==> src/rtl/speed_regulator_if.sv <==
// Command/feedback bundle between the speed regulator and its drive channel.
// The slave side is the regulator; the master side supplies target and
// encoder count and consumes the PWM command.
interface speed_regulator_if;
   logic               En;
   logic signed [15:0] Target;
   logic [31:0]        Count;
   logic               Dir;
   logic [31:0]        HiCount;
   logic [31:0]        LoCount;
   logic signed [15:0] Speed;
   logic               SampleValid;

   modport master (
      output En, Target, Count,
      input  Dir, HiCount, LoCount, Speed, SampleValid
   );

   modport slave (
      input  En, Target, Count,
      output Dir, HiCount, LoCount, Speed, SampleValid
   );
endinterface

==> src/rtl/speed_regulator.sv <==
// Closed-loop speed regulator for one drive channel.
// Differentiates the encoder count once per sample period, runs a PI loop
// against the commanded target and produces Dir/HiCount/LoCount PWM command.
//
//   state   | meaning
//   --------+----------------------------------------------------------
//   S_IDLE  | waiting for the sample tick (first tick only primes)
//   S_DELTA | measure count delta, saturate into Speed
//   S_ERR   | err = Target - Speed
//   S_PI    | integrator update, PI output, drive command registered
//   S_OUT   | SampleValid high for this single cycle
module speed_regulator #(
   parameter int SAMPLE_CYCLES = 100000,
   parameter int PWM_PERIOD    = 1000,
   parameter int KP            = 4,
   parameter int KI            = 1,
   parameter int GAIN_SHIFT    = 2,
   parameter int INT_LIMIT     = 4000
) (
   input logic              clk,
   input logic              rst,
   speed_regulator_if.slave bus
);

   localparam int TW = (SAMPLE_CYCLES > 1) ? $clog2(SAMPLE_CYCLES) : 1;
   localparam int AW = 48;

   localparam logic [2:0] S_IDLE  = 3'd0;
   localparam logic [2:0] S_DELTA = 3'd1;
   localparam logic [2:0] S_ERR   = 3'd2;
   localparam logic [2:0] S_PI    = 3'd3;
   localparam logic [2:0] S_OUT   = 3'd4;

   localparam logic [TW-1:0]        C_TERM  = TW'(SAMPLE_CYCLES - 1);
   localparam logic signed [AW-1:0] C_KP    = AW'(KP);
   localparam logic signed [AW-1:0] C_KI    = AW'(KI);
   localparam logic signed [AW-1:0] C_LIM   = AW'(INT_LIMIT);
   localparam logic signed [AW-1:0] C_PWM   = AW'(PWM_PERIOD);
   localparam logic [31:0]          C_PWM32 = 32'(PWM_PERIOD);

   logic [TW-1:0]        r_timer;
   logic [31:0]          r_prev;
   logic                 r_primed;
   logic [2:0]           r_state;
   logic signed [15:0]   r_speed;
   logic signed [16:0]   r_err;
   logic signed [AW-1:0] r_integ;
   logic                 r_dir;
   logic [31:0]          r_hi;
   logic [31:0]          r_lo;
   logic                 r_valid;

   logic                 w_tick;
   logic signed [31:0]   w_delta;
   logic signed [15:0]   w_speed_sat;
   logic signed [16:0]   w_err_now;
   logic signed [AW-1:0] w_err_x;
   logic signed [AW-1:0] w_isum;
   logic signed [AW-1:0] w_integ_new;
   logic signed [AW-1:0] w_sum;
   logic signed [AW-1:0] w_shift;
   logic signed [AW-1:0] w_u;
   logic                 w_neg;
   logic [31:0]          w_mag;

   assign w_tick = (r_timer == C_TERM);

   // Modular 32-bit difference handles encoder wrap; then clip to 16 bits.
   assign w_delta     = bus.Count - r_prev;
   assign w_speed_sat = (w_delta > 32'sd32767)  ? 16'sh7FFF :
                        (w_delta < -32'sd32768) ? 16'sh8000 :
                        w_delta[15:0];

   assign w_err_now = {bus.Target[15], bus.Target} - {r_speed[15], r_speed};
   assign w_err_x   = {{(AW-17){r_err[16]}}, r_err};

   assign w_isum      = r_integ + w_err_x * C_KI;
   assign w_integ_new = (w_isum > C_LIM)  ? C_LIM :
                        (w_isum < -C_LIM) ? -C_LIM : w_isum;

   // Arithmetic shift floors toward minus infinity, then clip to full scale.
   assign w_sum   = w_err_x * C_KP + w_integ_new;
   assign w_shift = w_sum >>> GAIN_SHIFT;
   assign w_u     = (w_shift > C_PWM)  ? C_PWM :
                    (w_shift < -C_PWM) ? -C_PWM : w_shift;
   assign w_neg   = (w_u < 0);
   assign w_mag   = w_neg ? 32'(-w_u) : 32'(w_u);

   // Free-running sample timer, independent of the enable.
   always_ff @(posedge clk or negedge rst) begin
      if (!rst) begin
         r_timer <= '0;
      end else if (w_tick) begin
         r_timer <= '0;
      end else begin
         r_timer <= r_timer + TW'(1);
      end
   end

   // Measurement / PI pipeline; a low enable overrides drive and integrator.
   always_ff @(posedge clk or negedge rst) begin
      if (!rst) begin
         r_prev   <= '0;
         r_primed <= 1'b0;
         r_state  <= S_IDLE;
         r_speed  <= '0;
         r_err    <= '0;
         r_integ  <= '0;
         r_dir    <= 1'b1;
         r_hi     <= '0;
         r_lo     <= C_PWM32;
         r_valid  <= 1'b0;
      end else begin
         r_valid <= 1'b0;
         case (r_state)
            S_IDLE: begin
               if (w_tick) begin
                  if (r_primed) begin
                     r_state <= S_DELTA;
                  end else begin
                     r_prev   <= bus.Count;
                     r_primed <= 1'b1;
                  end
               end
            end
            S_DELTA: begin
               r_prev  <= bus.Count;
               r_speed <= w_speed_sat;
               r_state <= bus.En ? S_ERR : S_IDLE;
            end
            S_ERR: begin
               r_err   <= w_err_now;
               r_state <= S_PI;
            end
            S_PI: begin
               r_integ <= w_integ_new;
               r_dir   <= ~w_neg;
               r_hi    <= w_mag;
               r_lo    <= C_PWM32 - w_mag;
               r_valid <= 1'b1;
               r_state <= S_OUT;
            end
            S_OUT: begin
               r_state <= S_IDLE;
            end
            default: begin
               r_state <= S_IDLE;
            end
         endcase

         if (!bus.En) begin
            r_integ <= '0;
            r_dir   <= 1'b1;
            r_hi    <= '0;
            r_lo    <= C_PWM32;
            r_valid <= 1'b0;
            if ((r_state == S_ERR) || (r_state == S_PI) || (r_state == S_OUT)) begin
               r_state <= S_IDLE;
            end
         end
      end
   end

   assign bus.Dir         = r_dir;
   assign bus.HiCount     = r_hi;
   assign bus.LoCount     = r_lo;
   assign bus.Speed       = r_speed;
   assign bus.SampleValid = r_valid;

endmodule

==> src/flat_wrapper.sv <==
// flat-port wrapper written by rule: the top's interface ports become plain ports
module speed_regulator_flat 
#(
   parameter int SAMPLE_CYCLES = 100000,
   parameter int PWM_PERIOD    = 1000,
   parameter int KP            = 4,
   parameter int KI            = 1,
   parameter int GAIN_SHIFT    = 2,
   parameter int INT_LIMIT     = 4000
)
  (clk, rst, bus_En, bus_Target, bus_Count, bus_Dir, bus_HiCount, bus_LoCount, bus_Speed, bus_SampleValid);
  speed_regulator_if bus_i ();
  input logic clk;
  input logic rst;
  input wire logic [$bits(bus_i.En)-1:0] bus_En;
  input wire logic [$bits(bus_i.Target)-1:0] bus_Target;
  input wire logic [$bits(bus_i.Count)-1:0] bus_Count;
  output wire logic [$bits(bus_i.Dir)-1:0] bus_Dir;
  output wire logic [$bits(bus_i.HiCount)-1:0] bus_HiCount;
  output wire logic [$bits(bus_i.LoCount)-1:0] bus_LoCount;
  output wire logic [$bits(bus_i.Speed)-1:0] bus_Speed;
  output wire logic [$bits(bus_i.SampleValid)-1:0] bus_SampleValid;
  assign bus_i.En = bus_En;
  assign bus_i.Target = bus_Target;
  assign bus_i.Count = bus_Count;
  assign bus_Dir = bus_i.Dir;
  assign bus_HiCount = bus_i.HiCount;
  assign bus_LoCount = bus_i.LoCount;
  assign bus_Speed = bus_i.Speed;
  assign bus_SampleValid = bus_i.SampleValid;
  speed_regulator #(.SAMPLE_CYCLES(SAMPLE_CYCLES), .PWM_PERIOD(PWM_PERIOD), .KP(KP), .KI(KI), .GAIN_SHIFT(GAIN_SHIFT), .INT_LIMIT(INT_LIMIT)) u_core (.clk(clk), .rst(rst), .bus(bus_i));
endmodule
==> config.mk <==
export PLATFORM = sky130hd
export DESIGN_NAME = speed_regulator_flat
export DESIGN_NICKNAME = d
export VERILOG_FILES = /design/src/rtl/speed_regulator_if.sv /design/src/rtl/speed_regulator.sv /design/src/flat_wrapper.sv
export SDC_FILE = /design/constraint.sdc
export NUM_CORES = 1
export LEC_CHECK = 0
export BUFFER_PORTS_ARGS = -buffer_cell sky130_fd_sc_hd__buf_2
export CORE_ASPECT_RATIO = 2
export CORE_MARGIN = 4
export CORE_UTILIZATION = 63
export DETAILED_ROUTE_END_ITERATION = 8
export GPL_ROUTABILITY_DRIVEN = 0
export GPL_TIMING_DRIVEN = 0
export PLACE_DENSITY = 0.79
export SYNTH_ARGS = -nofsm -noshare
export SYNTH_HDL_FRONTEND = slang
export SYNTH_SLANG_ARGS = --single-unit
==> constraint.sdc <==
create_clock -name clk -period 15.9 [get_ports clk]
set_input_delay 2.385 -clock clk [delete_from_list [all_inputs] [get_ports clk]]
set_output_delay 2.385 -clock clk [all_outputs]
set_load 0.05 [all_outputs]
==> impl_metrics.toml <==
[setup_path]
crit_path_start_kind = "flip-flop"
critPathSlowestCell = "dfrtp_2"
cp_common_cell = "ha_1"
end_kind = "flip-flop"
critPathArrivalTime_ps = 15610
slowest_delay_ps = 620
cp.required_ps = 16260
crit_fanout = 48
crit_type = "flip-flop to flip-flop"

[sta]
fmax_ghz = 0.0656
period_needed_ps = 15250
worstMarginPinSlew_ps = 1360
hold_ws_ps = 475
slew_viol_final = 0
slew-limit-headroom = 0.0691
setup_violations = 0
fin_crit_sh = 0.959
finClkSkew_ps = 13.2
grt_setup_unrepaired = "no"
finalSetupTns_ps = 0
hold_viol = 0

[route]
wl_per_cell_um = 20.8
vias = 19100
via_per_inst = 6.67
first_pass_iters = 6
drc = 0
dr.first_iter.drc_count = 1398
ant_nets = 0
drt-total-wl_mm = 59.5

[yosys]
synth_nets = 2530
netlist-cell-type-count = 94
synth_seq_cells = 199
synth_cells = 2331
async_flop_share = 1.00
synth_area_um2 = 18900
ys.flop_type = "dfrtp_1"
yosysSeqAreaShare = 0.264
avgSynthCellArea_um2 = 8.09
ys.warnings.count = 0
synth_edf_count = 0

[grt]
grt_antenna_before_repair = 0
grt_max_degree = 110
grt_pass1_wl_mm = 93.9
gr-total-overflow = 0
grt_pass1_vias = 19200
track_usage = 0.360

[die]
initial_core_util = 0.639
die_x_um = 130
rows = 89
fp.dieArea_um2 = 32900
io_pins = 133
chipHeight_um = 253
core_area_um2 = 29500

[finish]
area_growth_pct = 9.76
diodes = 0
fillers = 2424
drive_above_1_share = 0.107
multi_input_area_um2 = 13100
ff_latch_area_um2 = 4990
finalCoreUtilization = 0.702
fin_nets = 2684

[clock_tree]
numCtsBuffers = 17
clk_latency_ps = 480
cts.sinks = 199
clockBufferDepth = 2
cts_root_buf = "clkbuf_16"
htreeDepth = 4
clkTransAtPathRegs_ps = 80
cts_tree = "yes"

[placed_design]
hpwl_mm = 47.5
io_buffers = 132

[outcome]
outcome = "completed"

[power_and_ir_drop]
power_density_nw_per_um2 = 185
p_int_mw = 1.76
switching_share = 0.541
p_switching_mw = 2.08
ir_drop_mv = 0.122
p_clk_frac = 0.113
power_frac_comb = 0.724
p_seq_frac = 0.163
leakage_nw = 9.68

[flow_run]
cap_viol_max_count = 0

[hold_path]
hold_path.class = "flip-flop to flip-flop"
## metrics by stage
stage	instance area [um^2]	power, mW	worst slack [ps]	cells
after floorplan	18900	2.65	3060	2331
after detailed placement	20100	3.29	-490	2830
after global placement	20000	3.22	-2150	2827
after global routing	20700	4.12	20.9	2862
after CTS	20600	3.74	59.7	2862
final	20700	3.84	650	2862
## cell usage after synthesis (all sizes together), types with 43 or more instances
cell type  instances  share of area
o211ai            53          0.021
nand4             43          0.014
xor2              60          0.028
inv              122          0.024
nand2            196          0.039
dfrtp            192           0.25
nand3             74          0.020
a21oi            162          0.043
clkbuf            94          0.019
a22o              64          0.030
a21o              64          0.025
nor2             199          0.040
o21ai            141          0.037
ha               144          0.096
nor3              48          0.013
xnor2             98          0.045
## registers in the layout, indices dropped and copies added (netlist names)
register                cells
u_core.bus.Dir              1
u_core.bus.HiCount         31
u_core.bus.LoCount         32
u_core.bus.SampleValid      1
u_core.bus.Speed           16
u_core.r_err               17
u_core.r_integ             48
u_core.r_prev              32
u_core.r_primed             1
u_core.r_state              3
u_core.r_timer             17
## critical path, delay by kind of cell, from the launching register on
family | cells | cell delay (ps)
XOR/XNOR | 2 | 470
buffers and inverters | 5 | 1740
AO/OA/AOI/OAI | 13 | 3960
AND/OR/NAND/NOR | 26 | 6590
flip-flops | 1 | 620
adder cells (fa/ha/maj) | 5 | 1680
## layer usage
| metal | GRT usage | part of all wire | up-vias |
|---|---|---|---|
| met5 | 0 | 0 | - |
| met4 | 0.311 | 0.10 | 0 |
| met3 | 0.0541 | 0.052 | 328 |
| met2 | 0.662 | 0.52 | 854 |
| met1 | 0.331 | 0.33 | 8898 |
| li1 | - | - | 9001 |
## cell families after synthesis
kind of cell | synth area share
DFF | 0.264
AOI/OAI and AO/OA | 0.279
buffers and inverters | 0.0473
xor gates and xnor gates | 0.0746
and+or+nand+nor | 0.213
adders and majority gates | 0.0998
muxes | 0.0218
## cell usage in the layout, fill, tap and decap left out, types with 60 or more instances in the layout
cell type | Yosys | layout
a22o_1 | 64 | 64
a21o_1 | 64 | 64
buf_2 | 4 | 136
dfrtp_1 | 192 | 191
xnor2_1 | 98 | 97
a21oi_1 | 162 | 161
ha_1 | 144 | 144
o21ai_0 | 134 | 134
inv_1 | 122 | 122
xor2_1 | 60 | 60
nand3_1 | 74 | 74
nand2_1 | 196 | 196
nor2_1 | 199 | 199
clkbuf_1 | 93 | 94
## what timing repair did
item                       CTS  global route
hold buffers                 0             0
setup endpoints to repair   12            19
gates cloned                 0             0
setup buffers                0             0
resized for setup            3            16
## power groups by stage
stage / Sequential [mW] / Clock (mW) / Combinational [mW]
floorplan: 0.684 / 0 / 1.97
global placement: 0.644 / 0 / 2.58
detailed placement: 0.633 / 0 / 2.66
CTS: 0.624 / 0.437 / 2.68
global route: 0.632 / 0.454 / 3.03
finish: 0.625 / 0.435 / 2.78
## path summary, 6_finish.rpt
check,start,endpoint,slack (ps),cells after the start
min in group asynchronous,rst,u_core.bus.HiCount[7]$_DFFE_PN0P_,1970,1
worst min register to register,u_core.bus.HiCount[24]$_DFFE_PN0P_,u_core.bus.HiCount[24]$_DFFE_PN0P_,470,2
worst min-delay path,u_core.bus.HiCount[24]$_DFFE_PN0P_,u_core.bus.HiCount[24]$_DFFE_PN0P_,470,2
worst max register to register,u_core.r_err[16]$_DFFE_PN0N_,u_core.bus.LoCount[23]$_DFFE_PN0P_,650,51
worst max-delay path,u_core.r_err[16]$_DFFE_PN0N_,u_core.bus.LoCount[23]$_DFFE_PN0P_,650,51
max in group asynchronous,rst,u_core.r_timer[2]$_DFF_PN0_,12980,2
## area by class of cell
cell class,count,area share
Multi-Input combinational cell,1901,0.632
Sequential cell,199,0.241
Timing Repair Buffer,135,0.0349
Clock buffer,22,0.0224
Inverter,122,0.0221
Tap cell,364,0.0220
Buffer,109,0.0211
Clock inverter,10,0.00465
Note: power is estimated with default switching activity, not from simulation.
